[config.mk]
export PLATFORM = sky130hd
export DESIGN_NAME = reg_file
export DESIGN_NICKNAME = d
export VERILOG_FILES = /design/src/rtl/riscv_pkg.sv /design/src/rtl/reg_read_port.sv /design/src/rtl/reg_file.sv
export SDC_FILE = /design/constraint.sdc
export NUM_CORES = 2
export LEC_CHECK = 0
export ABC_CLOCK_PERIOD_IN_PS = 6930
export CORE_MARGIN = 2
export CORE_UTILIZATION = 60
export CTS_CLUSTER_DIAMETER = 50
export CTS_CLUSTER_SIZE = 10
export DETAILED_ROUTE_END_ITERATION = 12
export GPL_TIMING_DRIVEN = 0
export PLACE_DENSITY = 0.78
export RECOVER_POWER = 50
export SLEW_MARGIN = 20
export SYNTH_ARGS = -nofsm -noshare
export SYNTH_HDL_FRONTEND = slang
export SYNTH_HIERARCHICAL = 1
export SYNTH_SLANG_ARGS = --single-unit
[constraint.sdc]
create_clock -name clk -period 6.93 [get_ports clk]
set_clock_uncertainty 0.2 [all_clocks]
set_input_delay 1.386 -clock clk [delete_from_list [all_inputs] [get_ports clk]]
set_output_delay 1.386 -clock clk [all_outputs]
set_load 0.005 [all_outputs]
[src/rtl/riscv_pkg.sv]
// Shared RV32I pipeline definitions: datapath widths, the x0 address and the
// writeback select encodings driven into mux_writeback.
package riscv_pkg;

    localparam int XLEN       = 32;
    localparam int REG_ADDR_W = 5;

    localparam logic [4:0] REG_X0 = 5'd0;

    typedef enum logic [1:0] {
        WB_SEL_ALU = 2'b00,
        WB_SEL_MEM = 2'b01,
        WB_SEL_PC4 = 2'b10,
        WB_SEL_IMM = 2'b11
    } mem_to_reg_e;

endpackage

[src/rtl/reg_read_port.sv]
// One combinational register read port: x0 forces zero, an optional bypass
// returns the in-flight writeback value, otherwise the array entry is selected.
module reg_read_port
    import riscv_pkg::*;
#(
    parameter int XLEN       = riscv_pkg::XLEN,
    parameter int REG_ADDR_W = riscv_pkg::REG_ADDR_W,
    parameter int BYPASS_EN  = 1
) (
    input  logic                                      rst_n,
    input  logic                                      reg_write,
    input  logic [REG_ADDR_W-1:0]                     rd_addr,
    input  logic [XLEN-1:0]                           write_data,
    input  logic [REG_ADDR_W-1:0]                     addr,
    input  logic [(2**REG_ADDR_W)-1:0][XLEN-1:0]      array_vals,
    output logic [XLEN-1:0]                           data
);

    logic bypass_hit_s;

    // Bypass is suppressed during reset so every port reads zero while rst_n is low.
    always_comb begin
        bypass_hit_s = 1'b0;
        if ((BYPASS_EN != 0) && rst_n && reg_write && (rd_addr == addr)) begin
            bypass_hit_s = 1'b1;
        end else begin
            bypass_hit_s = 1'b0;
        end
    end

    // Read mux: address zero first, then bypass, then stored value.
    always_comb begin
        data = {XLEN{1'b0}};
        if (addr == REG_ADDR_W'(REG_X0)) begin
            data = {XLEN{1'b0}};
        end else if (bypass_hit_s) begin
            data = write_data;
        end else begin
            data = array_vals[addr];
        end
    end

endmodule

[src/rtl/reg_file.sv]
// RV32I integer register file: x1..x31 in flops, x0 hardwired to zero,
// three combinational read ports (rs1, rs2, debug) and a committed-write counter.
module reg_file
    import riscv_pkg::*;
#(
    parameter int XLEN       = riscv_pkg::XLEN,
    parameter int REG_ADDR_W = riscv_pkg::REG_ADDR_W,
    parameter int BYPASS_EN  = 1
) (
    input  logic                  clk,
    input  logic                  rst_n,
    input  logic                  reg_write,
    input  logic [REG_ADDR_W-1:0] rd_addr,
    input  logic [XLEN-1:0]       write_data,
    input  logic [REG_ADDR_W-1:0] rs1_addr,
    input  logic [REG_ADDR_W-1:0] rs2_addr,
    output logic [XLEN-1:0]       rs1_data,
    output logic [XLEN-1:0]       rs2_data,
    input  logic [REG_ADDR_W-1:0] dbg_addr,
    output logic [XLEN-1:0]       dbg_data,
    output logic [31:0]           write_count
);

    localparam int NREG = 2**REG_ADDR_W;

    logic [NREG-1:1][XLEN-1:0] regs_q;
    logic [NREG-1:1][XLEN-1:0] regs_d;
    logic [31:0]               write_count_q;
    logic [31:0]               write_count_d;
    logic                      commit_s;
    logic [NREG-1:0][XLEN-1:0] array_s;

    // Next-state for the array and counter; writes to x0 are dropped entirely.
    always_comb begin
        regs_d        = regs_q;
        write_count_d = write_count_q;
        commit_s      = 1'b0;
        if (reg_write && (rd_addr != REG_ADDR_W'(REG_X0))) begin
            commit_s      = 1'b1;
            write_count_d = write_count_q + 32'd1;
        end else begin
            commit_s      = 1'b0;
            write_count_d = write_count_q;
        end
        for (int i = 1; i < NREG; i++) begin
            if (commit_s && (rd_addr == REG_ADDR_W'(i))) begin
                regs_d[i] = write_data;
            end else begin
                regs_d[i] = regs_q[i];
            end
        end
    end

    // Array and counter state; reset clears everything without a clock edge.
    always_ff @(posedge clk or negedge rst_n) begin
        if (!rst_n) begin
            regs_q        <= '0;
            write_count_q <= 32'd0;
        end else begin
            regs_q        <= regs_d;
            write_count_q <= write_count_d;
        end
    end

    assign array_s     = {regs_q, {XLEN{1'b0}}};
    assign write_count = write_count_q;

    reg_read_port #(
        .XLEN       (XLEN),
        .REG_ADDR_W (REG_ADDR_W),
        .BYPASS_EN  (BYPASS_EN)
    ) u_rs1_port (
        .rst_n      (rst_n),
        .reg_write  (reg_write),
        .rd_addr    (rd_addr),
        .write_data (write_data),
        .addr       (rs1_addr),
        .array_vals (array_s),
        .data       (rs1_data)
    );

    reg_read_port #(
        .XLEN       (XLEN),
        .REG_ADDR_W (REG_ADDR_W),
        .BYPASS_EN  (BYPASS_EN)
    ) u_rs2_port (
        .rst_n      (rst_n),
        .reg_write  (reg_write),
        .rd_addr    (rd_addr),
        .write_data (write_data),
        .addr       (rs2_addr),
        .array_vals (array_s),
        .data       (rs2_data)
    );

    reg_read_port #(
        .XLEN       (XLEN),
        .REG_ADDR_W (REG_ADDR_W),
        .BYPASS_EN  (BYPASS_EN)
    ) u_dbg_port (
        .rst_n      (rst_n),
        .reg_write  (reg_write),
        .rd_addr    (rd_addr),
        .write_data (write_data),
        .addr       (dbg_addr),
        .array_vals (array_s),
        .data       (dbg_data)
    );

endmodule

== After elaboration in Yosys (flattened, before gate mapping) ==
Index checks and enable logic that the tools add are counted.
Word-level totals
  register bits: 1024
  bits of input ports: 55
  output and inout port bits: 128
  logic and storage cells: 126
Cells by class
  $add $sub $neg: 1
  magnitude comparators: 3
  equal/unequal tests: 34
  multiplexer cells: 16
  reduce and logical (&&, ||, !) cells: 40
Operators with widths (count)
  32-bit binary-select mux with 5-bit select: 3
  32-bit two-way mux: 9
  5-bit == test, second input constant: 16
  5-bit by 4-bit == test with 1-bit output, second input constant: 8
  1-bit logical AND: 36
  32-bit by 1-bit adder with 32-bit output, second input constant: 1
  5-bit by 3-bit == test with 1-bit output, second input constant: 4
  5-bit by 6-bit less-than comparator with 1-bit output, second input constant: 3
  5-bit == test: 3
  5-bit logical NOT: 3
  5-bit by 2-bit == test with 1-bit output, second input constant: 2
  5-bit by 1-bit == test with 1-bit output, second input constant: 1
  5-bit nonzero test: 1
  1-bit two-way mux: 4

== Longest topological paths before layout ==
  word-level depth: 5
  gate-level depth with buffers: 10
  mapped depth without buffers: 6

== Cells and area by module ==
The synthesis kept the hierarchy.
By module, submodules not included
  reg_file: instances 1, cells each 2353, area each 38628.3 um^2
  reg_read_port: instances 3, cells each 769, area each 8775.9 um^2

== Worst setup path before layout ==
Ideal clock, no wire load.
  path type: input port to output port
  start: in dbg_addr[0]
  end: out dbg_data[25]
  arrival: 2.898 ns
  required time: 5.344 ns
  path slack: 2.446 ns
  cell stages on the path: 7
  buffers on the path: 3
  path through: buf_6 buf_6 buf_4 mux4_2 a22oi_1 nand2_1 a221o_1
On the way
  word-level cells in the longest chain between the ends: 5
RTL lines
  from (decl): RTL line reg_file.sv:19  | input logic [REG_ADDR_W-1:0] dbg_addr,
  parallel branches: the longest is 4 deep, another holds 32-bit binary-select mux with 5-bit select
  32-bit two-way mux (*): RTL line reg_read_port.sv:34  | if (addr == REG_ADDR_W'(REG_X0)) begin
  to (decl): RTL line reg_file.sv:20  | output logic [XLEN-1:0] dbg_data,
Mark *: on every way between the ends. The select of a mux whose other input is x is not followed.

== Worst setup path in the final report ==
  start: in rs2_addr[4]
  end: out rs2_data[4]
On the way
  word-level cells in the longest chain between the ends: 5
RTL lines
  from (decl): RTL line reg_file.sv:16  | input logic [REG_ADDR_W-1:0] rs2_addr,
  parallel branches: the longest is 4 deep, another holds 32-bit binary-select mux with 5-bit select
  32-bit two-way mux (*): RTL line reg_read_port.sv:34
  to (decl): RTL line reg_file.sv:18  | output logic [XLEN-1:0] rs2_data,
Marked as above.

==> flow_metrics.tcl <==
set metrics [dict create \
    status "complete, but fails checks" \
    violations "max-capacitance violations, max-slew violations, negative setup slack" \
    worstSkewPairLatency_ns 0.78 \
    comb_power_share_pct 26.6 \
    hold_viol_final 0 \
    crit_fanout 10 \
    slew_headroom_pct -189.9 \
    crit_slowest_cell "nor2_2" \
    period_share_pct 106.7 \
    crit_arrival_ns 5.81 \
    clock_sinks 1024 \
    synth_top_area_share_pct 39.45 \
    path_cells "clkdlybuf4s50_1 -> clkbuf_2 -> nor2_2 -> clkbuf_1 -> a22oi_1 -> a21oi_1 -> a221o_1 -> clkdlybuf4s50_1" \
    post-place-ws_ns -0.9568 \
    die_y_um 333.0 \
    gp_congestion 1.080 \
    drc 0 \
    grt_pass1_vias 53350 \
    synth_cell_type_count 63 \
    cp-start-kind "input port" \
    die_area_um2 110900 \
    wl_per_cell_um 50.15 \
    fin_area_um2 73720 \
    cts_root_buf "clkbuf_16" \
    maxCapViolCount 11 \
    fin_crit_ns 7.391 \
    cts_tree "yes" \
    routed_wl_um 331200 \
    synth_flop_cell "dfrtp_1" \
    antenna_found_initial 27 \
    synthTopCellsByArea "dfrtp_1, mux4_2, mux2_2" \
    drt_iter0_markers 9851 \
    cp.required_ns 5.34 \
    p_seq_share_pct 39.4 \
    p_int_mw 14.30 \
    numCtsBuffers 141 \
    crit_type "in2out" \
    synth_common_cells "dfrtp_1, mux2_2, mux4_2" \
    via_count 55720 \
    io_pins 183 \
    syn_area_per_cell_um2 13.94 \
    switching_share_pct 32.18 \
    drive_gt1_share_pct 43.26 \
    worst_slew_pin_slew_ns 4.349 \
    peakVddDrop_mv 0.2377 \
    async_flop_share_pct 100.0 \
    power_density_nw_per_um2 286.1 \
    core_area_um2 107200 \
    htree_levels 4 \
    grt_max_degree 146 \
    grt_usage_pct 59.69 \
    synth_top_area_cell "dfrtp_1" \
    io_buffers 173 \
    cp-end-kind "output pin" \
    hpwlAfterDp_um 222800 \
    die_w_um 333.0 \
    switchingPower_mw 6.786 \
    synth-seq-cells 1024 \
    area_delta_synth_final_pct 13.50 \
    fill_cells 7722 \
    fmax_mhz 135.3 \
    dpl_cell_area_um2 69070 \
    cpMostUsedCell "clkdlybuf4s50_1" \
    synth_area_um2 64960 \
    holdWs_ns 0.2694 \
    crit_buf_inv 4 \
    vias_per_cell 8.437 \
    synth_edf_count 0 \
    synth-seq-area-share_pct 39.45 \
    finalNetCount 5130 \
    power_mw 21.09 \
    slowest_delay_ns 0.89 \
    cts_max_path_buffers 3 \
    syn_inst 4660 \
    ant_nets 0 \
    post_cts_buffers 0 \
    grt_pass1_wl_um 440700 \
    rsz0062_at_grt "no" \
    start_util_pct 60.59 \
    min_path_type "in2async" \
    critPathTopFamily "buffers and inverters" \
    worst_slack_ns -0.4611 \
    yosysMostFrequentCell "dfrtp_1" \
    finalMaxSlewViolations 502 \
    setup_violations 80 \
    clkPwrFrac_pct 34.0 \
    first_pass_iters 6 \
    grt-ovfl-total 0 \
    num_rows 120 \
    clk_pin_slew_ns 0.05 \
    p_leak_nw 31.37 \
    cts_hold_buffers 0 \
    yosysWarnings 6 \
]
-- power groups by stage --
stage	clock [mW]	sequential, mW	combinational (mW)
2_1_floorplan	0	7.96	3.60
3_3_place_gp	0	8.25	5.15
3_5_place_dp	0	8.34	5.27
4_1_cts	7.11	8.25	5.32
5_1_grt	7.37	8.46	5.66
6_report	7.18	8.31	5.60
-- area by class of cell --
type / instances / area [um2] / share of cell area [%]
Clock buffer: 177 / 3867 / 5.246
Multi-Input combinational cell: 3225 / 36800 / 49.92
Sequential cell: 1024 / 25620 / 34.76
Clock inverter: 49 / 585.6 / 0.7943
Buffer: 489 / 3015 / 4.090
Antenna cell: 44 / 110.1 / 0.1494
Timing Repair Buffer: 183 / 1914 / 2.597
Inverter: 10 / 46.29 / 0.06279
Tap cell: 1403 / 1755 / 2.381
-- layout by cell type (no fill, tap or decap), drive strengths merged, types with 15 or more instances in the layout --
cell type,n
clkdlybuf4s50,138
nand3,33
clkinv,23
a311oi,18
dfrtp,1024
a21oi,27
mux2,992
o211ai,48
a22o,18
a211oi,54
clkbuf,360
o22ai,54
o21ai,58
a221oi,45
nor3,63
nand2,125
buf,316
conb,96
nor2b,25
nand4,17
xnor2,27
a2111oi,15
diode,44
nand2b,29
xor2,19
a221o,30
mux4,624
mux2i,342
dlygate4sd3,33
inv,18
nor2,171
a22oi,213
nor4,26
-- final timing paths --
| path | start | to | slack (ns) | depth (start not counted) |
|---|---|---|---|---|
| worst max-delay path | rs2_addr[4] | rs2_data[4] | -0.46 | 8 |
| worst min register to register | write_count[31] | write_count[31] | 0.28 | 1 |
| worst min-delay path | rst_n | write_count[11] | 0.27 | 1 |
| max in group asynchronous | rst_n | array_s[825] | 0.93 | 5 |
| worst max register to register | write_count[5] | write_count[15] | 4.45 | 4 |
| min in group clk | write_count[31] | write_count[31] | 0.28 | 1 |
-- state kept, by name (all words and copies together) (netlist names) --
register and count:
array_s 992, write_count 32
-- metrics by stage --
stage / TNS [ns] / utilization (%) / instances
floorplan: 0 / - / 4755
global route: 0 / 68.69 / 6571
detailed placement: -26.48 / 64.43 / 6340
global placement: - / 64.18 / 6331
CTS: -0.01239 / 68.73 / 6564
finish: -16.84 / 68.77 / 6604
-- cell families (layout without fill, tap and decap cells) --
logic type               after synthesis  in the layout  synth area share (%)
AO/OA/AOI/OAI                        596            596                 6.873
buffers and inverters                506            908                 4.671
multiplexers                        1958           1958                 44.10
other                                  1            140              0.005773
adder cells (fa/ha/maj)                1              1               0.01926
XOR/XNOR                              46             46                0.6203
AND/OR/NAND/NOR                      528            528                 4.259
flip-flops                          1024           1024                 39.45
-- routing by layer --
layer,wire [um],vias to the layer above,track usage [%]
met5,2591,-,14.68
met4,32390,56,43.99
met3,65980,1957,42.31
met2,123100,6496,74.13
met1,107100,27930,69.40
li1,-,19280,-
-- timing repair --
action | CTS | global route
gates resized for setup | 45 | 29
cloned | 1 | 0
endpoints found under the setup margin | 84 | 58
pin swaps | 0 | 1
Power figures use the tool's default switching activity.
